## config.mk

```make
export PLATFORM = sky130hd
export DESIGN_NAME = mesi_isc_bcast_sched_flat
export DESIGN_NICKNAME = d
export VERILOG_FILES = /design/src/rtl/mesi_isc_pkg.sv /design/src/rtl/mesi_isc_bcast_sched_if.sv /design/src/rtl/mesi_isc_rr_arb.sv /design/src/rtl/mesi_isc_bcast_sched.sv /design/src/flat_wrapper.sv
export SDC_FILE = /design/constraint.sdc
export NUM_CORES = 1
export LEC_CHECK = 0
export BUFFER_PORTS_ARGS = -buffer_cell sky130_fd_sc_hd__buf_4
export CORE_MARGIN = 4
export CORE_UTILIZATION = 48
export DETAILED_ROUTE_END_ITERATION = 8
export HOLD_SLACK_MARGIN = 0.06
export MAX_ROUTING_LAYER = met4
export PLACE_DENSITY = 0.9
export SYNTH_ARGS = -nofsm -noshare
export SYNTH_HDL_FRONTEND = slang
export SYNTH_SLANG_ARGS = --single-unit
export TNS_END_PERCENT = 50
```

## constraint.sdc

```tcl
create_clock -name clk -period 4.1 [get_ports clk]
set_input_delay 0.205 -clock clk [delete_from_list [all_inputs] [get_ports clk]]
set_output_delay 0.205 -clock clk [all_outputs]
set_load 0.02 [all_outputs]
```

## src/rtl/mesi_isc_pkg.sv

```systemverilog
// mesi_isc_pkg: shared constants and command/state encodings for the MESI inter-cache controller
package mesi_isc_pkg;

    localparam int CPU_NUM = 4;

    typedef enum logic [2:0] {
        MBUS_NOP      = 3'd0,
        MBUS_WR       = 3'd1,
        MBUS_RD       = 3'd2,
        MBUS_WR_BROAD = 3'd3,
        MBUS_RD_BROAD = 3'd4
    } mbus_cmd_e;

    typedef enum logic [2:0] {
        CBUS_NOP      = 3'd0,
        CBUS_WR_SNOOP = 3'd1,
        CBUS_RD_SNOOP = 3'd2,
        CBUS_EN_WR    = 3'd3,
        CBUS_EN_RD    = 3'd4
    } cbus_cmd_e;

    typedef enum logic [1:0] {
        ST_IDLE   = 2'd0,
        ST_SNOOP  = 2'd1,
        ST_ENABLE = 2'd2,
        ST_ACK    = 2'd3
    } sched_state_e;

    function automatic logic is_req(input logic [2:0] cmd);
        return cmd >= 3'd1 && cmd <= 3'd4;
    endfunction

endpackage

```

## src/rtl/mesi_isc_bcast_sched_if.sv

```systemverilog
// mesi_isc_bcast_sched_if: main-bus requests/acks and coherence-bus commands/acks of the four CPUs
interface mesi_isc_bcast_sched_if #(parameter int ADDR_WIDTH = 32);

    logic [2:0]            mbus_cmd3_i, mbus_cmd2_i, mbus_cmd1_i, mbus_cmd0_i;
    logic [ADDR_WIDTH-1:0] mbus_addr3_i, mbus_addr2_i, mbus_addr1_i, mbus_addr0_i;
    logic                  cbus_ack3_i, cbus_ack2_i, cbus_ack1_i, cbus_ack0_i;
    logic [ADDR_WIDTH-1:0] cbus_addr_o;
    logic [2:0]            cbus_cmd3_o, cbus_cmd2_o, cbus_cmd1_o, cbus_cmd0_o;
    logic                  mbus_ack3_o, mbus_ack2_o, mbus_ack1_o, mbus_ack0_o;
    logic                  busy_o;

    modport slave (
        input  mbus_cmd3_i, mbus_cmd2_i, mbus_cmd1_i, mbus_cmd0_i,
        input  mbus_addr3_i, mbus_addr2_i, mbus_addr1_i, mbus_addr0_i,
        input  cbus_ack3_i, cbus_ack2_i, cbus_ack1_i, cbus_ack0_i,
        output cbus_addr_o,
        output cbus_cmd3_o, cbus_cmd2_o, cbus_cmd1_o, cbus_cmd0_o,
        output mbus_ack3_o, mbus_ack2_o, mbus_ack1_o, mbus_ack0_o,
        output busy_o
    );

    modport master (
        output mbus_cmd3_i, mbus_cmd2_i, mbus_cmd1_i, mbus_cmd0_i,
        output mbus_addr3_i, mbus_addr2_i, mbus_addr1_i, mbus_addr0_i,
        output cbus_ack3_i, cbus_ack2_i, cbus_ack1_i, cbus_ack0_i,
        input  cbus_addr_o,
        input  cbus_cmd3_o, cbus_cmd2_o, cbus_cmd1_o, cbus_cmd0_o,
        input  mbus_ack3_o, mbus_ack2_o, mbus_ack1_o, mbus_ack0_o,
        input  busy_o
    );

endinterface

```

## src/rtl/mesi_isc_rr_arb.sv

```systemverilog
// mesi_isc_rr_arb: 4-way round-robin arbiter, search starts at the pointer and wraps
module mesi_isc_rr_arb
    import mesi_isc_pkg::*;
(
    input  logic               clk,
    input  logic               rst,
    input  logic [CPU_NUM-1:0] req_i,
    input  logic               upd_i,
    output logic [CPU_NUM-1:0] gnt_o,
    output logic [1:0]         gnt_id_o,
    output logic               vld_o
);

    logic [1:0] ptr_q;
    logic [1:0] ptr_d;

    // Highest offset first so the lowest offset from the pointer is the last, winning assignment
    always_comb begin
        gnt_id_o = ptr_q;
        vld_o    = 1'b0;
        for (int i = CPU_NUM - 1; i >= 0; i--) begin
            if (req_i[ptr_q + 2'(i)]) begin
                gnt_id_o = ptr_q + 2'(i);
                vld_o    = 1'b1;
            end
        end
        gnt_o = vld_o ? 4'b0001 << gnt_id_o : 4'b0000;
        ptr_d = (upd_i && vld_o) ? gnt_id_o + 2'd1 : ptr_q;
    end

    // Pointer moves just past the CPU that was granted
    always_ff @(posedge clk or negedge rst) begin
        if (!rst) ptr_q <= 2'd0;
        else      ptr_q <= ptr_d;
    end

endmodule

```

## src/rtl/mesi_isc_bcast_sched.sv

```systemverilog
// mesi_isc_bcast_sched: grants one CPU transaction at a time and sequences broadcast snoops
module mesi_isc_bcast_sched
    import mesi_isc_pkg::*;
#(
    parameter int ADDR_WIDTH = 32
) (
    input logic clk,
    input logic rst,
    mesi_isc_bcast_sched_if.slave bus
);

    logic [2:0]            cmd_in  [CPU_NUM];
    logic [ADDR_WIDTH-1:0] addr_in [CPU_NUM];
    logic [CPU_NUM-1:0]    ack_in;
    logic [CPU_NUM-1:0]    req;
    logic [CPU_NUM-1:0]    gnt_oh;
    logic [1:0]            gnt_id;
    logic                  gnt_vld;
    logic [CPU_NUM-1:0]    id_oh;

    sched_state_e          state_q, state_d;
    logic [1:0]            id_q, id_d;
    mbus_cmd_e             rcmd_q, rcmd_d;
    logic [ADDR_WIDTH-1:0] addr_q, addr_d;
    logic [CPU_NUM-1:0]    mask_q, mask_d;
    logic [CPU_NUM-1:0]    served_q, served_d;
    cbus_cmd_e             ccmd_q [CPU_NUM];
    cbus_cmd_e             ccmd_d [CPU_NUM];
    logic [CPU_NUM-1:0]    mack_q, mack_d;
    logic                  busy_q, busy_d;

    assign cmd_in  = '{bus.mbus_cmd0_i, bus.mbus_cmd1_i, bus.mbus_cmd2_i, bus.mbus_cmd3_i};
    assign addr_in = '{bus.mbus_addr0_i, bus.mbus_addr1_i, bus.mbus_addr2_i, bus.mbus_addr3_i};
    assign ack_in  = {bus.cbus_ack3_i, bus.cbus_ack2_i, bus.cbus_ack1_i, bus.cbus_ack0_i};
    assign id_oh   = 4'b0001 << id_q;

    // A CPU acked last cycle sits out one arbitration so a lingering request is not re-granted
    always_comb begin
        for (int k = 0; k < CPU_NUM; k++) req[k] = is_req(cmd_in[k]) && !served_q[k];
    end

    mesi_isc_rr_arb u_arb (
        .clk      (clk),
        .rst      (rst),
        .req_i    (req),
        .upd_i    (state_q == ST_IDLE),
        .gnt_o    (gnt_oh),
        .gnt_id_o (gnt_id),
        .vld_o    (gnt_vld)
    );

    // Transaction FSM: grant, snoop the other CPUs, enable the requester, acknowledge
    always_comb begin
        state_d  = state_q;
        id_d     = id_q;
        rcmd_d   = rcmd_q;
        addr_d   = addr_q;
        mask_d   = mask_q;
        served_d = '0;
        ccmd_d   = ccmd_q;
        mack_d   = '0;
        case (state_q)
            ST_IDLE: begin
                if (gnt_vld) begin
                    id_d   = gnt_id;
                    rcmd_d = mbus_cmd_e'(cmd_in[gnt_id]);
                    if (rcmd_d == MBUS_WR_BROAD || rcmd_d == MBUS_RD_BROAD) begin
                        state_d = ST_SNOOP;
                        addr_d  = addr_in[gnt_id];
                        for (int k = 0; k < CPU_NUM; k++)
                            ccmd_d[k] = gnt_oh[k] ? CBUS_NOP :
                                        (rcmd_d == MBUS_WR_BROAD) ? CBUS_WR_SNOOP : CBUS_RD_SNOOP;
                    end else begin
                        state_d        = ST_ACK;
                        mack_d[gnt_id] = 1'b1;
                    end
                end
            end
            ST_SNOOP: begin
                mask_d = mask_q | (ack_in & ~id_oh);
                for (int k = 0; k < CPU_NUM; k++)
                    if (mask_d[k]) ccmd_d[k] = CBUS_NOP;
                if ((mask_d | id_oh) == 4'hF) begin
                    state_d      = ST_ENABLE;
                    mask_d       = '0;
                    ccmd_d[id_q] = (rcmd_q == MBUS_WR_BROAD) ? CBUS_EN_WR : CBUS_EN_RD;
                end
            end
            ST_ENABLE: begin
                if (ack_in[id_q]) begin
                    state_d      = ST_ACK;
                    ccmd_d[id_q] = CBUS_NOP;
                    mack_d[id_q] = 1'b1;
                end
            end
            default: begin
                state_d  = ST_IDLE;
                served_d = id_oh;
            end
        endcase
        busy_d = state_d != ST_IDLE;
    end

    // State, latched request and registered outputs
    always_ff @(posedge clk or negedge rst) begin
        if (!rst) begin
            state_q  <= ST_IDLE;
            id_q     <= 2'd0;
            rcmd_q   <= MBUS_NOP;
            addr_q   <= '0;
            mask_q   <= '0;
            served_q <= '0;
            ccmd_q   <= '{default: CBUS_NOP};
            mack_q   <= '0;
            busy_q   <= 1'b0;
        end else begin
            state_q  <= state_d;
            id_q     <= id_d;
            rcmd_q   <= rcmd_d;
            addr_q   <= addr_d;
            mask_q   <= mask_d;
            served_q <= served_d;
            ccmd_q   <= ccmd_d;
            mack_q   <= mack_d;
            busy_q   <= busy_d;
        end
    end

    assign bus.cbus_addr_o = addr_q;
    assign bus.cbus_cmd0_o = ccmd_q[0];
    assign bus.cbus_cmd1_o = ccmd_q[1];
    assign bus.cbus_cmd2_o = ccmd_q[2];
    assign bus.cbus_cmd3_o = ccmd_q[3];
    assign bus.mbus_ack0_o = mack_q[0];
    assign bus.mbus_ack1_o = mack_q[1];
    assign bus.mbus_ack2_o = mack_q[2];
    assign bus.mbus_ack3_o = mack_q[3];
    assign bus.busy_o      = busy_q;

endmodule

```

## src/flat_wrapper.sv

```systemverilog
// flat-port wrapper written by rule: the top's interface ports become plain ports
module mesi_isc_bcast_sched_flat import mesi_isc_pkg::*;
#(
    parameter int ADDR_WIDTH = 32
)
  (clk, rst, bus_mbus_cmd3_i, bus_mbus_cmd2_i, bus_mbus_cmd1_i, bus_mbus_cmd0_i, bus_mbus_addr3_i, bus_mbus_addr2_i, bus_mbus_addr1_i, bus_mbus_addr0_i, bus_cbus_ack3_i, bus_cbus_ack2_i, bus_cbus_ack1_i, bus_cbus_ack0_i, bus_cbus_addr_o, bus_cbus_cmd3_o, bus_cbus_cmd2_o, bus_cbus_cmd1_o, bus_cbus_cmd0_o, bus_mbus_ack3_o, bus_mbus_ack2_o, bus_mbus_ack1_o, bus_mbus_ack0_o, bus_busy_o);
  mesi_isc_bcast_sched_if #(.ADDR_WIDTH(ADDR_WIDTH)) bus_i ();
  input logic clk;
  input logic rst;
  input wire logic [$bits(bus_i.mbus_cmd3_i)-1:0] bus_mbus_cmd3_i;
  input wire logic [$bits(bus_i.mbus_cmd2_i)-1:0] bus_mbus_cmd2_i;
  input wire logic [$bits(bus_i.mbus_cmd1_i)-1:0] bus_mbus_cmd1_i;
  input wire logic [$bits(bus_i.mbus_cmd0_i)-1:0] bus_mbus_cmd0_i;
  input wire logic [$bits(bus_i.mbus_addr3_i)-1:0] bus_mbus_addr3_i;
  input wire logic [$bits(bus_i.mbus_addr2_i)-1:0] bus_mbus_addr2_i;
  input wire logic [$bits(bus_i.mbus_addr1_i)-1:0] bus_mbus_addr1_i;
  input wire logic [$bits(bus_i.mbus_addr0_i)-1:0] bus_mbus_addr0_i;
  input wire logic [$bits(bus_i.cbus_ack3_i)-1:0] bus_cbus_ack3_i;
  input wire logic [$bits(bus_i.cbus_ack2_i)-1:0] bus_cbus_ack2_i;
  input wire logic [$bits(bus_i.cbus_ack1_i)-1:0] bus_cbus_ack1_i;
  input wire logic [$bits(bus_i.cbus_ack0_i)-1:0] bus_cbus_ack0_i;
  output wire logic [$bits(bus_i.cbus_addr_o)-1:0] bus_cbus_addr_o;
  output wire logic [$bits(bus_i.cbus_cmd3_o)-1:0] bus_cbus_cmd3_o;
  output wire logic [$bits(bus_i.cbus_cmd2_o)-1:0] bus_cbus_cmd2_o;
  output wire logic [$bits(bus_i.cbus_cmd1_o)-1:0] bus_cbus_cmd1_o;
  output wire logic [$bits(bus_i.cbus_cmd0_o)-1:0] bus_cbus_cmd0_o;
  output wire logic [$bits(bus_i.mbus_ack3_o)-1:0] bus_mbus_ack3_o;
  output wire logic [$bits(bus_i.mbus_ack2_o)-1:0] bus_mbus_ack2_o;
  output wire logic [$bits(bus_i.mbus_ack1_o)-1:0] bus_mbus_ack1_o;
  output wire logic [$bits(bus_i.mbus_ack0_o)-1:0] bus_mbus_ack0_o;
  output wire logic [$bits(bus_i.busy_o)-1:0] bus_busy_o;
  assign bus_i.mbus_cmd3_i = bus_mbus_cmd3_i;
  assign bus_i.mbus_cmd2_i = bus_mbus_cmd2_i;
  assign bus_i.mbus_cmd1_i = bus_mbus_cmd1_i;
  assign bus_i.mbus_cmd0_i = bus_mbus_cmd0_i;
  assign bus_i.mbus_addr3_i = bus_mbus_addr3_i;
  assign bus_i.mbus_addr2_i = bus_mbus_addr2_i;
  assign bus_i.mbus_addr1_i = bus_mbus_addr1_i;
  assign bus_i.mbus_addr0_i = bus_mbus_addr0_i;
  assign bus_i.cbus_ack3_i = bus_cbus_ack3_i;
  assign bus_i.cbus_ack2_i = bus_cbus_ack2_i;
  assign bus_i.cbus_ack1_i = bus_cbus_ack1_i;
  assign bus_i.cbus_ack0_i = bus_cbus_ack0_i;
  assign bus_cbus_addr_o = bus_i.cbus_addr_o;
  assign bus_cbus_cmd3_o = bus_i.cbus_cmd3_o;
  assign bus_cbus_cmd2_o = bus_i.cbus_cmd2_o;
  assign bus_cbus_cmd1_o = bus_i.cbus_cmd1_o;
  assign bus_cbus_cmd0_o = bus_i.cbus_cmd0_o;
  assign bus_mbus_ack3_o = bus_i.mbus_ack3_o;
  assign bus_mbus_ack2_o = bus_i.mbus_ack2_o;
  assign bus_mbus_ack1_o = bus_i.mbus_ack1_o;
  assign bus_mbus_ack0_o = bus_i.mbus_ack0_o;
  assign bus_busy_o = bus_i.busy_o;
  mesi_isc_bcast_sched #(.ADDR_WIDTH(ADDR_WIDTH)) u_core (.clk(clk), .rst(rst), .bus(bus_i));
endmodule
```

==> results of run 1 <==
==> worst register-to-register path, stage by stage (launching register included) <==
cell and delay (ns):
dfrtp_1 0.53, inv_2 0.16, nor4_1 0.32, o22ai_1 0.13, a222oi_1 0.34, buf_4 0.23, mux4_2 0.35, nor3b_2 0.41
o21ai_2 0.16, a21oi_2 0.54, mux2_2 0.41
==> layout make-up <==
type                    count  area share (%)
clock inverters             2           0.565
multi-input cells         487            42.6
flip-flops and latches     66            26.7
repair buffers            203            24.6
clock buffers              14            2.63
inverters                  11           0.666
well taps                 111            2.24
==> routing by layer <==
| metal | wire length, µm | global-route usage, % | vias to the layer above |
|---|---|---|---|
| met2 | 7320 | 44.6 | 234 |
| li1 | - | - | 2434 |
| met3 | 1150 | 5.99 | 45 |
| met4 | 407 | 8.90 | 0 |
| met5 | 0 | - | - |
| met1 | 5430 | 30.0 | 2319 |
==> power breakdown <==
group          internal, mW  switching (mW)
registers             0.941           0.223
logic                  1.20            1.82
clock network         0.314           0.246
==> state kept, by name, summed over array words and instances (netlist names) <==
name,count
u_core.bus.cbus_addr_o,32
u_core.bus.cbus_cmd0_o,3
u_core.mack_q,4
u_core.mask_q,4
u_core.served_q,4
u_core.u_arb.ptr_q,2
u_core.id_q,2
u_core.bus.busy_o,1
u_core.bus.cbus_cmd2_o,3
u_core.state_q,2
u_core.bus.cbus_cmd1_o,3
u_core.rcmd_q,3
u_core.bus.cbus_cmd3_o,3
==> worst max-delay path by stage <==
stage	startpoint	end	slack, ns	depth (start not counted)
floorplan	bus_mbus_cmd2_i[1]	u_core.bus.cbus_cmd0_o[1]	0.86	10
global placement	bus_mbus_cmd2_i[1]	u_core.bus.cbus_cmd1_o[1]	0.39	10
detailed placement	bus_mbus_cmd2_i[1]	u_core.bus.cbus_cmd1_o[1]	0.24	10
CTS	u_core.u_arb.ptr_q[1]	u_core.bus.cbus_cmd1_o[1]	0.41	10
global route	u_core.u_arb.ptr_q[1]	u_core.bus.cbus_cmd1_o[1]	0.24	10
finish	u_core.u_arb.ptr_q[1]	u_core.bus.cbus_cmd1_o[1]	0.39	10
==> synth_stat cells (6+ instances only) <==
library cell	count
nor2_1	22
dfrtp_1	66
nor3_1	6
clkbuf_1	28
a32o_1	6
o22ai_1	8
a22o_1	13
nand2_1	225
o21ai_0	72
inv_1	10
buf_2	7
a21oi_1	13
ha_1	6
nand3_1	34
==> stage by stage <==
step                      hold slack (ns)  setup slack [ns]  cell area, µm²
after floorplan                   -0.0906             0.863            4480
after global placement              0.352             0.389            5990
after detailed placement            0.360             0.242            5990
after CTS                           0.195             0.411            6200
after global routing                0.213             0.236            6200
final                               0.198             0.394            6200
==> cell families after synthesis <==
logic type	Yosys count	share of synthesized area [%]
adder cells (fa/ha/maj)	6	1.67
AND/OR/NAND/NOR	313	29.8
buffers and inverters	52	4.72
AO/OA/AOI/OAI	154	22.2
multiplexers	14	4.72
flip-flops	66	36.8
==> qor.yml, run 1 <==
worstReg2RegEnd: "u_core.bus.cbus_cmd1_o[1]"
ys_types: 59
via_per_inst: 5.63
io_pins: 195
skew_ns: 0.00808
syn-instance-count: 605
cp.arrival_ns: 3.94
crit_type: "register to register"
insertion_delay_ns: 0.35
reg2reg_depth: 10
drive_above_1_share_pct: 31.3
power_density_nw_per_um2: 766
final_cell_count_no_fill: 894
max-vdd-ir-drop_v: 0.000361
drv_slew: 0
p_leak_nw: 3.18
num-nets-final: 930
slowest_delay_ns: 0.54
post-dp-hpwl_mm: 10.8
start_kind: "register"
avgSynthCellArea_um2: 7.41
multi_input_area_um2: 2640
crit_required_ns: 4.34
cp_slowest_cell: "a21oi_2"
hold_class: "input port to register"
cp_top_family: "compound AO/OA/AOI/OAI gates"
gp_congestion: 0.878
vias: 5032
power.total_mw: 4.75
synth_area_leaders: "dfrtp_1 37%, nand2_1 19%, o21ai_0 8.0%, nand3_1 3.8%, a22o_1 2.5%"
drtPass1Iterations: 6
reg2reg_from: "u_core.u_arb.ptr_q[1]"
grt_pass1_vias: 4760
fin_crit_sh_pct: 90.4
drt-total-wl_mm: 14.3
dp_cells: 877
first_iter_violations: 482
antenna_found_initial: 0
rsz0062_at_grt: "false"
cts_resized: 0
cts-root-buf: "clkbuf_8"
design.die.area_um2: 11000
syn2layout_area_growth_pct: 38.2
dieWidth_um: 105
worstHoldEndpoint: "u_core.mask_q[2]"
synth-edff-count: 0
diodes: 0
fin_crit_ns: 3.71
final_cell_mix: "225 x nand2_1, 202 x buf_4, 72 x o21ai_0, 66 x dfrtp_1, 34 x nand3_1"
syn_area_um2: 4480
status: "finished clean"
cp-end-kind: "register"
setup_tns_ns: 0
r2r_setup_slack_ns: 0.39
critPathBufInv: 2
path_cells: "inv_2 -> nor4_1 -> o22ai_1 -> a222oi_1 -> buf_4 -> mux4_2 -> nor3b_2 -> o21ai_2 -> a21oi_2 -> mux2_2"
grt_max_degree: 67
core_area_um2: 9150
synthFlopType: "dfrtp_1"
port_buffers: 194
clock_sinks: 66
fillers: 733
seq_area_um2: 1650
cts_hold_buf: 1
yosysTopAreaCellShare_pct: 36.8
ys_seq_area_share_pct: 36.8
async_reset_ff_share_pct: 100
final_util_pct: 67.7
path_max_fanout: 10
tritoncts: "done"
yosysWarningCount: 0
htreeDepth: 3
hold_depth: 3
grt_pass1_wl_mm: 22.5
cts_setup_buffers: 0
clk_pin_slew_ns: 0.07
ys_ff_latch: 66
worstHoldStart: "bus_cbus_ack2_i"
fp-row-count: 35
grt_use_total_pct: 26.0
hold_viol: 0
layout.cells.most_common: "nand2_1"
cts_buffers: 9
die_h_um: 105
start_util_pct: 49.0
cts.path.max_buffers: 2
antenna_left: 0
synth_top_area_cell: "dfrtp_1"
route.detailed.drc: 0
globalRouteOverflowTotal: 0
fmax_ghz: 0.270
cap_violations: 0
maxSlewHeadroom_pct: 44.7
worst_slew_pin_slew_ns: 0.830
setup_viol: 0
wl_per_cell_um: 16.0
synthesis.nets: 757
Note: power is estimated with default switching activity, not from simulation.
==> inputs of run 2 (changes only) <==
--- a/config.mk
+++ b/config.mk
@@ -6,12 +6,15 @@
 export NUM_CORES = 1
 export LEC_CHECK = 0
 export BUFFER_PORTS_ARGS = -buffer_cell sky130_fd_sc_hd__buf_4
+export CELL_PAD_IN_SITES_DETAIL_PLACEMENT = 0
+export CELL_PAD_IN_SITES_GLOBAL_PLACEMENT = 2
 export CORE_MARGIN = 4
-export CORE_UTILIZATION = 48
+export CORE_UTILIZATION = 25
+export CTS_BUF_LIST = sky130_fd_sc_hd__clkbuf_4 sky130_fd_sc_hd__clkbuf_8 sky130_fd_sc_hd__clkbuf_16
 export DETAILED_ROUTE_END_ITERATION = 8
 export HOLD_SLACK_MARGIN = 0.06
 export MAX_ROUTING_LAYER = met4
-export PLACE_DENSITY = 0.9
+export PLACE_DENSITY = 0.89
 export SYNTH_ARGS = -nofsm -noshare
 export SYNTH_HDL_FRONTEND = slang
 export SYNTH_SLANG_ARGS = --single-unit
==> run 2 against run 1 <==
  * Sequential cell count unchanged
  * Design area up 4.3%
  * Non-clock buffer count up 1
  * Hold slack about the same
  * Critical path depth unchanged
  * Sequential power about the same
  * Critical path type unchanged
==> qor.yml, run 2 (synthesis gave the netlist of run 1 again) <==
design.die.area_um2: 20100
cp.arrival_ns: 3.71
fillers: 1898
post-dp-hpwl_mm: 11.8
fp-row-count: 48
core_area_um2: 17400
start_util_pct: 25.7
cap_violations: 0
via_per_inst: 4.70
status: "finished clean"
final_cell_mix: "225 x nand2_1, 202 x buf_4, 72 x o21ai_0, 66 x dfrtp_1, 34 x nand3_1"
hold_viol: 0
start_kind: "register"
power_density_nw_per_um2: 775
hold_class: "input port to register"
p_leak_nw: 3.24
worst_slew_pin_slew_ns: 0.910
setup_viol: 0
vias: 4742
cp-end-kind: "register"
dieWidth_um: 142
insertion_delay_ns: 0.34
globalRouteOverflowTotal: 0
wl_per_cell_um: 15.6
route.detailed.drc: 0
cp_top_family: "compound AO/OA/AOI/OAI gates"
clk_pin_slew_ns: 0.06
layout.cells.most_common: "nand2_1"
syn2layout_area_growth_pct: 44.2
largest_reg_flops: 32
cts_buffers: 9
crit_type: "register to register"
tritoncts: "done"
clock_sinks: 66
maxSlewHeadroom_pct: 39.3
cts.path.max_buffers: 2
slowest_delay_ns: 0.60
gp_congestion: 0.850
rsz0062_at_grt: "false"
die_h_um: 142
path_cells: "inv_1 -> nor4_1 -> a31oi_1 -> o221ai_4 -> mux4_2 -> nor3b_2 -> o21ai_2 -> a21oi_2 -> buf_4 -> mux2_2"
fmax_ghz: 0.286
antenna_left: 0
num-nets-final: 931
grt_max_degree: 67
final_util_pct: 37.1
drtPass1Iterations: 4
diodes: 0
critPathBufInv: 2
first_iter_violations: 238
antenna_found_initial: 0
setup_tns_ns: 0
io_pins: 195
crit_required_ns: 4.32
cts_setup_buffers: 0
drv_slew: 0
drt-total-wl_mm: 15.8
setup_slack_ns: 0.606
port_buffers: 194
cts-root-buf: "clkbuf_16"
drive_above_1_share_pct: 31.8
max-vdd-ir-drop_v: 0.000368
fin_crit_ns: 3.49
cp_slowest_cell: "mux4_2"
grt_pass1_vias: 4738
grt_use_total_pct: 16.1
htreeDepth: 3
dp_slack_ns: 0.323
grt_pass1_wl_mm: 25.0
path_max_fanout: 8
skew_ns: 0.00550
fin_crit_sh_pct: 85.2
[run 2: changes by cell type in the layout (fill, tap and decap cells not counted), sizes merged]
cell / previous run / this run
clkbuf: 14 / 10
clkinv: 1 / 3
buf: 202 / 203
clkinvlp: 0 / 1
inv: 11 / 12
[run 2: final timing paths]
path                                                   end                  start  cells after the start  slack (ns)
worst max register to register   u_core.bus.cbus_cmd1_o[0]  u_core.u_arb.ptr_q[0]                     10        0.61
worst min-delay path                      u_core.mask_q[0]        bus_cbus_ack0_i                      3        0.20
max in group asynchronous       u_core.bus.cbus_addr_o[30]                    rst                      2        2.96
worst max-delay path             u_core.bus.cbus_cmd1_o[0]  u_core.u_arb.ptr_q[0]                     10        0.61
worst min register to register            u_core.rcmd_q[0]       u_core.rcmd_q[0]                      2        0.47
min in group asynchronous       u_core.bus.cbus_addr_o[27]                    rst                      2        0.54
[run 2: stage by stage]
stage | instances | hold WS, ns | area [µm²] | total power, mW
floorplan | 605 | -0.0906 | 4480 | 3.22
global placement | 992 | 0.403 | 6150 | 4.26
detailed placement | 992 | 0.414 | 6150 | 4.27
CTS | 1009 | 0.176 | 6460 | 5.10
global route | 1009 | 0.208 | 6460 | 5.48
finish | 1009 | 0.197 | 6460 | 5.01
[run 2: where the power goes]
group	internal, mW	switching [mW]	leakage, nW
Sequential	0.942	0.228	0.840
Clock	0.488	0.307	0.149
Combinational	1.21	1.83	2.25
[run 2: final cells by class]
type | instances | area (µm²) | share of cell area (%)
clock inverter | 6 | 65.1 | 1.01
timing repair buffer | 204 | 1550 | 23.9
sequential | 66 | 1650 | 25.5
clock buffer | 10 | 239 | 3.70
inverter | 11 | 41.3 | 0.639
multi-input combinational | 487 | 2640 | 40.8
tap | 225 | 282 | 4.35
[run 2: what timing repair did]
| action | 4_1_cts | 5_1_grt |
|---|---|---|
| endpoints found under the setup margin | 0 | 0 |
| endpoints found under the hold margin | 66 | 0 |
| hold buffers | 1 | 0 |
| resized for setup | 0 | 0 |
[run 2: worst register-to-register path: stages, from the launching register on]
cell	delay (ns)
dfrtp_1	0.46
inv_1	0.16
nor4_1	0.31
a31oi_1	0.13
o221ai_4	0.35
mux4_2	0.61
nor3b_2	0.26
o21ai_2	0.13
a21oi_2	0.40
buf_4	0.24
mux2_2	0.34
[run 2: metal layers]
layer  track usage [%]  vias up  share of wire (%)
li1                  -     2440                  -
met1              19.9     2095                 43
met2              24.9      194                 45
met3              6.28       13                 11
met4              3.64        0               0.94
met5                 -        -                  0
